File: src/rtl/mem_access_if.sv
// Data SRAM bus between the memory stage (master) and the data memory (slave).
// Request phase handshakes on data_addr_ok; the response arrives later with data_data_ok.
interface mem_access_if #(
  parameter int ADDR_W = 32,
  parameter int DATA_W = 32
);
  logic              data_req;
  logic              data_wr;
  logic [1:0]        data_size;
  logic [ADDR_W-1:0] data_addr;
  logic [DATA_W-1:0] data_wdata;
  logic              data_addr_ok;
  logic [DATA_W-1:0] data_rdata;
  logic              data_data_ok;

  modport master (
    output data_req, data_wr, data_size, data_addr, data_wdata,
    input  data_addr_ok, data_rdata, data_data_ok
  );

  modport slave (
    input  data_req, data_wr, data_size, data_addr, data_wdata,
    output data_addr_ok, data_rdata, data_data_ok
  );
endinterface

File: src/rtl/mem_access.sv
// MIPS memory stage: registers execute outputs, runs one bus transaction per load/store, extends load data.
// Latency: 0 cycles past the input register for ALU ops, >=3 for loads; mem_stall holds upstream while busy.
module mem_access #(
  parameter int ADDR_W = 32,
  parameter int DATA_W = 32
) (
  input  logic              clk,
  input  logic              rst,
  input  logic              stall,
  input  logic [31:0]       alu_result_in,
  input  logic [ADDR_W-1:0] mem_addr_in,
  input  logic [DATA_W-1:0] store_data_in,
  input  logic              mem_read_in,
  input  logic              mem_write_in,
  input  logic              mem_to_reg_in,
  input  logic              reg_write_in,
  input  logic [4:0]        write_reg_in,
  input  logic [31:0]       inst_in,
  mem_access_if.master      bus,
  output logic              mem_stall,
  output logic              adel,
  output logic              ades,
  output logic [31:0]       wb_data,
  output logic [4:0]        wb_reg,
  output logic              wb_we,
  output logic [31:0]       inst_out
);

  localparam logic [5:0] OP_LB  = 6'b100000;
  localparam logic [5:0] OP_LH  = 6'b100001;
  localparam logic [5:0] OP_LW  = 6'b100011;
  localparam logic [5:0] OP_LBU = 6'b100100;
  localparam logic [5:0] OP_LHU = 6'b100101;
  localparam logic [5:0] OP_SB  = 6'b101000;
  localparam logic [5:0] OP_SH  = 6'b101001;
  localparam logic [5:0] OP_SW  = 6'b101011;

  typedef enum logic [1:0] {IDLE, REQ, WAIT} state_t;

  typedef struct packed {
    logic [31:0]       alu_result;
    logic [ADDR_W-1:0] addr;
    logic [DATA_W-1:0] sdata;
    logic              rd;
    logic              wr;
    logic              to_reg;
    logic              we;
    logic [4:0]        dst;
    logic [31:0]       inst;
  } ex_op_t;

  // Non-memory ops decode to size 0 so the idle bus outputs sit at zero.
  function automatic logic [1:0] size_of(input logic [5:0] opc, input logic rd, input logic wr);
    case (opc)
      OP_LB, OP_LBU, OP_SB: size_of = 2'd0;
      OP_LH, OP_LHU, OP_SH: size_of = 2'd1;
      OP_LW, OP_SW:         size_of = 2'd2;
      default:              size_of = (rd || wr) ? 2'd2 : 2'd0;
    endcase
  endfunction

  function automatic logic misaligned(input logic [1:0] sz, input logic [1:0] a);
    misaligned = ((sz == 2'd1) && a[0]) || ((sz == 2'd2) && (a != 2'b00));
  endfunction

  state_t            state;
  ex_op_t            op_q;
  ex_op_t            op_in;
  logic              req_q;
  logic [DATA_W-1:0] rdata_q;
  logic              capture;
  logic              go_in;
  logic [1:0]        size;
  logic              mis;
  logic [7:0]        ld_byte;
  logic [15:0]       ld_half;
  logic [31:0]       ld_ext;

  always_comb begin
    op_in = '{alu_result: alu_result_in, addr: mem_addr_in, sdata: store_data_in,
              rd: mem_read_in, wr: mem_write_in, to_reg: mem_to_reg_in,
              we: reg_write_in, dst: write_reg_in, inst: inst_in};
  end

  assign mem_stall = (state == REQ) || ((state == WAIT) && !bus.data_data_ok);
  assign capture   = !stall && !mem_stall;
  assign go_in     = (mem_read_in || mem_write_in) &&
                     !misaligned(size_of(inst_in[31:26], mem_read_in, mem_write_in), mem_addr_in[1:0]);

  // A new op can be captured on the data_ok edge, so WAIT may chain straight into REQ.
  always_ff @(posedge clk) begin
    if (rst) begin
      state   <= IDLE;
      req_q   <= 1'b0;
      op_q    <= '0;
      rdata_q <= '0;
    end else begin
      if (capture) begin
        op_q <= op_in;
      end
      case (state)
        IDLE: begin
          if (capture && go_in) begin
            state <= REQ;
            req_q <= 1'b1;
          end
        end
        REQ: begin
          if (bus.data_addr_ok) begin
            state <= WAIT;
            req_q <= 1'b0;
          end
        end
        WAIT: begin
          if (bus.data_data_ok) begin
            rdata_q <= bus.data_rdata;
            if (capture && go_in) begin
              state <= REQ;
              req_q <= 1'b1;
            end else begin
              state <= IDLE;
            end
          end
        end
        default: begin
          state <= IDLE;
          req_q <= 1'b0;
        end
      endcase
    end
  end

  assign size = size_of(op_q.inst[31:26], op_q.rd, op_q.wr);
  assign mis  = misaligned(size, op_q.addr[1:0]);
  assign adel = op_q.rd && mis;
  assign ades = op_q.wr && mis;

  assign bus.data_req  = req_q;
  assign bus.data_wr   = op_q.wr;
  assign bus.data_size = size;
  assign bus.data_addr = op_q.addr;

  always_comb begin
    case (size)
      2'd0:    bus.data_wdata = {4{op_q.sdata[7:0]}};
      2'd1:    bus.data_wdata = {2{op_q.sdata[15:0]}};
      default: bus.data_wdata = op_q.sdata;
    endcase
  end

  assign ld_byte = rdata_q[{op_q.addr[1:0], 3'b000} +: 8];
  assign ld_half = rdata_q[{op_q.addr[1], 4'b0000} +: 16];

  always_comb begin
    case (op_q.inst[31:26])
      OP_LB:   ld_ext = {{24{ld_byte[7]}}, ld_byte};
      OP_LBU:  ld_ext = {24'h0, ld_byte};
      OP_LH:   ld_ext = {{16{ld_half[15]}}, ld_half};
      OP_LHU:  ld_ext = {16'h0, ld_half};
      default: ld_ext = rdata_q;
    endcase
  end

  assign wb_data  = op_q.to_reg ? ld_ext : op_q.alu_result;
  assign wb_reg   = op_q.dst;
  assign wb_we    = op_q.we && !mem_stall && !adel && !ades;
  assign inst_out = op_q.inst;

endmodule

File: src/flat_wrapper.sv
// flat-port wrapper written by rule: the top's interface ports become plain ports
module mem_access_flat 
#(
  parameter int ADDR_W = 32,
  parameter int DATA_W = 32
)
  (clk, rst, stall, alu_result_in, mem_addr_in, store_data_in, mem_read_in, mem_write_in, mem_to_reg_in, reg_write_in, write_reg_in, inst_in, mem_stall, adel, ades, wb_data, wb_reg, wb_we, inst_out, bus_data_req, bus_data_wr, bus_data_size, bus_data_addr, bus_data_wdata, bus_data_addr_ok, bus_data_rdata, bus_data_data_ok);
  mem_access_if #(.ADDR_W(ADDR_W), .DATA_W(DATA_W)) bus_i ();
  input  logic clk;
  input  logic rst;
  input  logic stall;
  input  logic [31:0] alu_result_in;
  input  logic [ADDR_W-1:0] mem_addr_in;
  input  logic [DATA_W-1:0] store_data_in;
  input  logic mem_read_in;
  input  logic mem_write_in;
  input  logic mem_to_reg_in;
  input  logic reg_write_in;
  input  logic [4:0] write_reg_in;
  input  logic [31:0] inst_in;
  output logic mem_stall;
  output logic adel;
  output logic ades;
  output logic [31:0] wb_data;
  output logic [4:0] wb_reg;
  output logic wb_we;
  output logic [31:0] inst_out;
  output wire logic [$bits(bus_i.data_req)-1:0] bus_data_req;
  output wire logic [$bits(bus_i.data_wr)-1:0] bus_data_wr;
  output wire logic [$bits(bus_i.data_size)-1:0] bus_data_size;
  output wire logic [$bits(bus_i.data_addr)-1:0] bus_data_addr;
  output wire logic [$bits(bus_i.data_wdata)-1:0] bus_data_wdata;
  input wire logic [$bits(bus_i.data_addr_ok)-1:0] bus_data_addr_ok;
  input wire logic [$bits(bus_i.data_rdata)-1:0] bus_data_rdata;
  input wire logic [$bits(bus_i.data_data_ok)-1:0] bus_data_data_ok;
  assign bus_data_req = bus_i.data_req;
  assign bus_data_wr = bus_i.data_wr;
  assign bus_data_size = bus_i.data_size;
  assign bus_data_addr = bus_i.data_addr;
  assign bus_data_wdata = bus_i.data_wdata;
  assign bus_i.data_addr_ok = bus_data_addr_ok;
  assign bus_i.data_rdata = bus_data_rdata;
  assign bus_i.data_data_ok = bus_data_data_ok;
  mem_access #(.ADDR_W(ADDR_W), .DATA_W(DATA_W)) u_core (.clk(clk), .rst(rst), .stall(stall), .alu_result_in(alu_result_in), .mem_addr_in(mem_addr_in), .store_data_in(store_data_in), .mem_read_in(mem_read_in), .mem_write_in(mem_write_in), .mem_to_reg_in(mem_to_reg_in), .reg_write_in(reg_write_in), .write_reg_in(write_reg_in), .inst_in(inst_in), .bus(bus_i), .mem_stall(mem_stall), .adel(adel), .ades(ades), .wb_data(wb_data), .wb_reg(wb_reg), .wb_we(wb_we), .inst_out(inst_out));
endmodule
File: config.mk
export PLATFORM = sky130hd
export DESIGN_NAME = mem_access_flat
export DESIGN_NICKNAME = d
export VERILOG_FILES = /design/src/rtl/mem_access_if.sv /design/src/rtl/mem_access.sv /design/src/flat_wrapper.sv
export SDC_FILE = /design/constraint.sdc
export NUM_CORES = 1
export LEC_CHECK = 0
export CAP_MARGIN = 20
export CELL_PAD_IN_SITES_DETAIL_PLACEMENT = 1
export CELL_PAD_IN_SITES_GLOBAL_PLACEMENT = 2
export CORE_AREA = 8 8 195 197
export CTS_CLUSTER_SIZE = 28
export DETAILED_ROUTE_END_ITERATION = 12
export DIE_AREA = 0 0 203 205
export GPL_TIMING_DRIVEN = 0
export PLACE_DENSITY = 0.82
export SLEW_MARGIN = 30
export SYNTH_ARGS = -nofsm -noshare
export SYNTH_HDL_FRONTEND = slang
export SYNTH_SLANG_ARGS = --single-unit
File: constraint.sdc
create_clock -name clk -period 2.2 [get_ports clk]
set_input_delay 0.33 -clock clk [delete_from_list [all_inputs] [get_ports clk]]
set_output_delay 0.33 -clock clk [all_outputs]
set_load 0.05 [all_outputs]
==> results of run 1 <==
[metal layers]
layer | vias to the layer above | global-route usage, %
met5 | - | 0
met4 | 2 | 5.08
met3 | 34 | 4.74
met2 | 238 | 28.8
met1 | 4058 | 20.9
li1 | 4146 | -
[metrics by stage]
step | worst slack (ns) | cell area (um2) | std cells | power (uW) | utilization, %
floorplan | -0.0772 | 8160 | 1055 | 4820 | -
global placement | -1.10 | 11900 | 1830 | 5790 | 34.0
detailed placement | -1.09 | 11900 | 1830 | 5800 | 34.0
CTS | -0.587 | 13200 | 1882 | 9140 | 37.6
global route | -0.571 | 13500 | 1898 | 9520 | 38.6
finish | -0.516 | 13500 | 1900 | 9130 | 38.6
[worst min path at each step]
stage | to | slack [ns] | cells after the start
detailed placement | u_core.inst_out[24] | 0.45 | 2
finish | u_core.op_q[123] | 0.43 | 3
CTS | u_core.op_q[123] | 0.41 | 3
floorplan | u_core.state[0] | 0.43 | 1
global placement | u_core.op_q[59] | 0.44 | 2
global route | u_core.op_q[123] | 0.42 | 3
[power by group through the flow]
stage	Clock, uW	Sequential (uW)	Combinational [uW]
floorplan	0	3430	1390
global placement	0	3460	2330
detailed placement	0	3460	2340
CTS	3220	3390	2530
global route	3340	3410	2770
finish	3120	3390	2610
[worst max-delay path, cell delays in order, from the launching register on]
cell     delay [ns]
dfxtp_4        0.37
or4b_4         0.61
buf_6          0.16
or3_4          0.33
a41oi_4        0.28
buf_6          0.20
[what timing repair did]
action	in CTS	in global routing
pin swaps	18	19
endpoints found under the hold margin	0	0
setup endpoints to repair	185	106
resized for setup	505	112
cloned	2	1
setup buffers	21	15
[cell usage in the layout (no fill, tap or decap), types with 3 or more instances in the layout]
cell type | Yosys | final
nand2_1 | 382 | 369
clkdlybuf4s50_1 | 0 | 246
a21oi_1 | 181 | 170
dfxtp_1 | 172 | 163
buf_4 | 77 | 95
buf_6 | 1 | 70
clkbuf_1 | 61 | 40
nor2_1 | 36 | 35
a21oi_4 | 0 | 19
clkbuf_16 | 0 | 19
clkbuf_2 | 0 | 14
buf_8 | 0 | 12
inv_1 | 10 | 10
a21o_1 | 9 | 9
o21ai_0 | 12 | 9
mux2_2 | 17 | 9
a221o_2 | 0 | 8
mux2_4 | 0 | 8
nand3_1 | 9 | 7
mux4_2 | 7 | 7
nand2_4 | 0 | 7
a31oi_4 | 0 | 7
dfxtp_4 | 0 | 7
nand2_2 | 0 | 6
clkbuf_8 | 0 | 6
o2111ai_4 | 0 | 6
buf_2 | 6 | 5
buf_1 | 7 | 5
diode_2 | 0 | 4
buf_12 | 0 | 4
clkinv_4 | 0 | 4
nand3b_1 | 3 | 3
o21ai_1 | 0 | 3
a21oi_2 | 11 | 3
inv_6 | 0 | 3
[logic make-up after synthesis]
| group | after synthesis | share of synthesized area, % |
|---|---|---|
| DFF | 172 | 43.4 |
| muxes | 26 | 4.66 |
| buffers and inverters | 163 | 11.6 |
| AOI/OAI and AO/OA | 244 | 17.7 |
| and+or+nand+nor | 450 | 22.7 |
[final cells by class]
type / instances / area share (%)
clock buffers: 21 / 3.56
inverters: 11 / 0.315
repair buffers: 352 / 27.2
multi-input cells: 720 / 30.9
flip-flops and latches: 172 / 25.7
clock inverters: 10 / 0.787
plain buffers: 149 / 7.17
diodes: 4 / 0.0741
well taps: 461 / 4.27
==> summary.txt, run 1 <==
Global routing
  • Total track usage: 17.1%
  • Largest net degree at the start of global routing: 17
  • Initial antenna violation count: 4
  • Number of global-route vias before repair: 8981
  • Congestion Overflow GR: 0
  • First-pass GRT wire length: 54600 um

Clock tree
  • Hold Buf Count CTS: 0
  • Worst skew pair latency: 0.45 ns
  • Clock root buffer: clkbuf_16
  • Worst-path clk slew: 0.08 ns
  • H-tree depth: 4
  • # clock sinks: 172
  • CTS tree: built
  • CTS max path bufs: 2
  • Num CTS Buffers: 17

Power
  • PD cells: 676 nW/um2
  • Clock power frac: 34.2%
  • Seq pwr share: 37.1%
  • Leak: 0.00527 uW
  • Part of the power in combinational logic: 28.6%
  • Max IR drop VDD: 0.000548 V
  • NetSw: 3030 uW
  • Cell-internal power: 6100 uW
  • Switching share of power: 33.2%

Critical path
  • Worst EP arrival: 2.39 ns
  • Worst setup path end: wb_data[7]
  • Worst Setup SP: u_core.inst_out[29]
  • Startpoint Class: register
  • R2R Setup Slk: 0.20 ns
  • WS Path Type: register to primary output
  • Data required, critical path: 1.87 ns
  • RR Endpoint: u_core.op_q[121]
  • Worst r2r src: u_core.state[1]
  • R2R cell count: 6
  • Worst-path fanout max: 4
  • Worst setup EP type: primary output

Route
  • Routed Antenna Nets: 0
  • First drt pass iteration count: 4
  • Highest metal used: met5
  • Routed met3 length: 2170 um
  • Drt via density: 4.46
  • Via count: 8478
  • DR WL/cell: 19.2 um
  • Detail Route met2 WL: 17700 um
  • DRC viols: 0
  • Initial DRC count: 403
  • Metal-1 WL: 16000 um
  • Final wirelength: 36600 um

Finish
  • Max reg flops: 67
  • Area Overhead vs Synth: 70.5%
  • Net count, final: 1597
  • Largest register by flop count: u_core.op_q
  • Layout cell share with drive strength beyond 1: 24.4%
  • Reg area: 3470 um2
  • Multi-input logic area: 4180 um2
  • Fill cells: 4133

Timing
  • PnR worst setup slack: -0.516 ns
  • Unrepaired setup endpoints after global routing: true
  • Setup violators final: 59
  • Setup TNS Final: -17.05 ns
  • Actual slew at the worst max-slew pin: 0.721 ns
  • Period utilization: 123%
  • Final Critical Period: 2.72 ns
  • Worst hold slack: 0.430 ns
  • Fmax: 0.368 GHz
  • Rel. slew slack: 51.9%
  • Setup Skew: 0.0149 ns
  • Slew Viols, Final: 0
  • Final Hold Viols: 0

Placed design
  • PortBufs: 314
  • Final GP Congestion: 0.849
  • HPWL after DPL: 28000 um

Yosys
  • Yosys reg bits: 172
  • Most numerous cell in the Yosys netlist: nand2_1
  • Post-synth ARST share: 0%
  • EDFF count, synth: 0
  • Most frequent cells after synthesis: nand2_1 (382), a21oi_1 (181), dfxtp_1 (172)
  • Netlist cell types: 43
  • Synth top area share: 43.4%
  • YS warnings: 0
  • Mean Syn Cell Area: 7.51 um2
  • Top cells by area, synth: dfxtp_1 (43%), nand2_1 (18%), a21oi_1 (11%), buf_4 (7.3%), clkbuf_1 (2.9%)
  • Synth Net Count: 1229
  • Ys flop type: dfxtp_1
  • Post-Synthesis Cells: 1055
  • Sequential area share after synthesis: 43.4%
  • Cell area after synthesis: 7930 um2
  • Yosys top cell by area: dfxtp_1

Floorplanning
  • Die Wd: 203 um
  • Num ports: 315
  • Die height: 205 um
  • Row count: 69
  • Initial Util: 22.7%
  • Core Footprint: 35000 um2
  • Total Die Area: 41600 um2

Outcome
  • Failing checks: negative setup slack
  • Status: finished with violations

Hold path
  • HP Class: input port to register
  • Hold_sp: alu_result_in[18]

Run
  • Max-cap viol count: 0
Note: power is estimated with default switching activity, not from simulation.
==> run 2, diff against run 1 <==
==> constraint.sdc (replaced) <==
create_clock -name clk -period 2.2 [get_ports clk]
set_input_delay 0.22 -clock clk [delete_from_list [all_inputs] [get_ports clk]]
set_output_delay 0.22 -clock clk [all_outputs]
set_load 0.05 [all_outputs]
==> run 2 against run 1 <==
  * The run still ends with negative setup slack left
  * Design area shrank 0.77%
  * Total power hardly changed
  * Core utilization fell by 0.30 points
  * Sequential power about the same
  * Critical path depth is 1 lower
  * Final cell count decreased by 0.32%
  * Via count is essentially flat
  * Die area unchanged
  * Hold slack worse by 0.11 ns
  * Routed wire length about the same
  * Register-to-register slack got worse by 0.03 ns
  * First-iteration DRC count up 0.74%
  * Largest cell class unchanged
  * Largest power group unchanged
  * Highest routed layer unchanged
==> summary.txt, run 2 (synthesized netlist as in run 1, its figures left out) <==
Critical path
  • Delay-heaviest family, CP: simple AND/OR/NAND/NOR gates (unchanged)
  • RR Endpoint: u_core.op_q[133] (was u_core.op_q[121])
  • Worst path buffer plus inverter count: 1 (was 2)
  • CP Depth: 4 (was 5)
  • CP cell instances: or4b_4, or3_1, a41oi_2, buf_6 (was or4b_4, buf_6, or3_4, a41oi_4, buf_6)
  • Slowest stage delay, CP: 0.60 ns (was 0.61 ns)
  • Worst EP arrival: 2.34 ns (was 2.39 ns)
  • Worst setup path end: wb_data[7] (unchanged)
  • Worst r2r src: u_core.state[1] (unchanged)
  • R2R cell count: 6 (unchanged)
  • Worst-path fanout max: 5 (was 4)
  • Startpoint Class: register (unchanged)
  • Worst setup EP type: primary output (unchanged)
  • Worst Setup SP: u_core.inst_out[30] (was u_core.inst_out[29])
  • WS Path Type: register to primary output (unchanged)
  • R2R Setup Slk: 0.17 ns (was 0.20 ns)
  • Data required, critical path: 1.98 ns (was 1.87 ns)
  • Slowest cell on the critical path: or4b_4 (unchanged)

Finish
  • Leading cell type in the layout, fill and taps excluded: nand2_1 (unchanged)
  • Post-Layout Cell Count: 1894 (was 1900)
  • Layout cell share with drive strength beyond 1: 25.4% (was 24.4%)
  • Area Overhead vs Synth: 69.2% (was 70.5%)
  • Fill cells: 4073 (was 4133)
  • Most frequent cells in the layout: nand2_1 (366), clkdlybuf4s50_1 (252), a21oi_1 (171), dfxtp_1 (163), buf_4 (99) (was nand2_1 (369), clkdlybuf4s50_1 (246), a21oi_1 (170), dfxtp_1 (163), buf_4 (95))
  • ANT cells: 0 (was 4)
  • Largest register by flop count: u_core.op_q (unchanged)
  • Multi-input logic area: 4150 um2 (was 4180 um2)
  • Reg area: 3470 um2 (about the same)
  • Max reg flops: 67 (unchanged)
  • Net count, final: 1594 (was 1597)

Placed design
  • Placed cells: 1830 (unchanged)
  • HPWL after DPL: 28000 um (about the same)
  • Final GP Congestion: 0.875 (was 0.849)
  • PortBufs: 314 (unchanged)

Route
  • Routed Antenna Nets: 0 (unchanged)
  • Initial DRC count: 406 (was 403)
  • DR WL/cell: 19.3 um (was 19.2 um)
  • Final wirelength: 36500 um (was 36600 um)
  • First drt pass iteration count: 4 (unchanged)
  • Drt via density: 4.47 (was 4.46)
  • Via count: 8473 (was 8478)
  • DRC viols: 0 (unchanged)

Timing
  • Setup Skew: 0.00865 ns (was 0.0149 ns)
  • PnR worst setup slack: -0.358 ns (was -0.516 ns)
  • Fmax: 0.391 GHz (was 0.368 GHz)
  • Worst hold slack: 0.320 ns (was 0.430 ns)
  • Period utilization: 116% (was 123%)
  • Unrepaired setup endpoints after global routing: true (unchanged)
  • Final Critical Period: 2.56 ns (was 2.72 ns)
  • Slew Viols, Final: 0 (unchanged)
  • Rel. slew slack: 51.7% (was 51.9%)
  • Setup violators final: 51 (was 59)
  • Final Hold Viols: 0 (unchanged)
  • Actual slew at the worst max-slew pin: 0.724 ns (was 0.721 ns)

Floorplanning
  • Die Wd: 203 um (unchanged)
  • Num ports: 315 (unchanged)
  • Initial Util: 22.7% (unchanged)
  • Die height: 205 um (unchanged)
  • Total Die Area: 41600 um2 (unchanged)
  • Core Footprint: 35000 um2 (unchanged)
  • Row count: 69 (unchanged)

Global routing
  • Met1 Usage GRT: 21.1% (was 20.9%)
  • GRT met2 Usage: 29.1% (was 28.8%)
  • First-pass GRT wire length: 54300 um (was 54600 um)
  • Number of global-route vias before repair: 8928 (was 8981)
  • Met3 usage: 4.49% (was 4.74%)
  • Initial antenna violation count: 1 (was 4)
  • Grt peak-use layer: met2 (unchanged)
  • Total track usage: 17.1% (about the same)
  • Largest net degree at the start of global routing: 17 (unchanged)
  • Congestion Overflow GR: 0 (unchanged)

Power
  • Pwr Total: 9120 uW (was 9130 uW)
  • PD cells: 680 nW/um2 (was 676 nW/um2)
  • Leak: 0.00519 uW (was 0.00527 uW)
  • Switching share of power: 32.8% (was 33.2%)
  • Seq pwr share: 37.2% (was 37.1%)
  • NetSw: 2990 uW (was 3030 uW)
  • Part of the power in combinational logic: 28.3% (was 28.6%)
  • Clock power frac: 34.5% (was 34.2%)
  • Max IR drop VDD: 0.000565 V (was 0.000548 V)
  • Cell-internal power: 6130 uW (was 6100 uW)

Clock tree
  • Hold Buf Count CTS: 0 (unchanged)
  • Num CTS Buffers: 17 (unchanged)
  • H-tree depth: 4 (unchanged)
  • CTS tree: built (unchanged)
  • Worst-path clk slew: 0.07 ns (was 0.08 ns)
  • Worst skew pair latency: 0.44 ns (was 0.45 ns)
  • # clock sinks: 172 (unchanged)
  • CTS max path bufs: 2 (unchanged)
  • Clock root buffer: clkbuf_16 (unchanged)

Outcome
  • Status: finished with violations (unchanged)
  • Failing checks: negative setup slack (unchanged)

Run
  • Max-cap viol count: 0 (unchanged)

Hold path
  • HP Class: input port to register (unchanged)
[run 2: changes by cell type in the layout (fill, tap and decap cells not counted), moves of 5 or more]
cell | previous run | this run
clkbuf_1 | 40 | 33
clkbuf_2 | 14 | 22
clkdlybuf4s50_1 | 246 | 252
nor2_1 | 35 | 27
o21ai_0 | 9 | 4
buf_6 | 70 | 57
[run 2: how the worst min path moves through the flow]
stage,from,to,cells past startpoint
final,store_data_in[1],u_core.op_q[42],3
after CTS,inst_in[16],u_core.inst_out[16],3
after global placement,u_core.op_q[63],u_core.op_q[63],2
after detailed placement,u_core.op_q[132],u_core.op_q[132],2
after global routing,store_data_in[1],u_core.op_q[42],3
after floorplan,bus_data_addr_ok,u_core.state[0],1
[run 2: stage by stage]
step                TNS, ns  utilization, %  instance area, um2  setup slack [ns]
floorplan            -0.945               -                8030            -0.189
global placement     -93.42            33.6               11700             -1.05
detailed placement  -104.31            33.6               11700             -1.11
CTS                  -11.30            37.5               13100            -0.358
global route         -16.02            38.3               13400            -0.398
finish               -11.61            38.3               13400            -0.358
[run 2: timing repair]
action | CTS | global route
gates cloned | 3 | 1
setup buffers | 26 | 6
pin swaps | 22 | 19
setup endpoints to repair | 165 | 188
resized for setup | 541 | 103
[run 2: area by class of cell]
cell class              count  area share [%]
multi-input cells         721            30.9
repair buffers            348            26.9
well taps                 461            4.30
clock inverters            12            1.01
flip-flops and latches    172            25.9
plain buffers             149            7.28
clock buffers              20            3.41
inverters                  11           0.317
[run 2: worst min-delay path: cells and delay by family]
kind	cells	cell delay (ns)
AOI/OAI and AO/OA	1	0.05
and+or+nand+nor	1	0.06
buffers and inverters	1	0.39
[run 2: routing by layer]
metal	share of wire (%)	routed length [um]	vias to the layer above
li1	-	-	4146
met3	5.3	1950	33
met4	1.7	620	2
met1	45	16400	4070
met5	0.044	16	-
met2	48	17500	222
[run 2: power groups by stage]
stage	registers (uW)	logic, uW	clock network, uW
final	3390	2580	3150
after global routing	3420	2730	3360
after CTS	3390	2540	3240
after detailed placement	3460	2310	0
after global placement	3460	2300	0
after floorplan	3430	1360	0
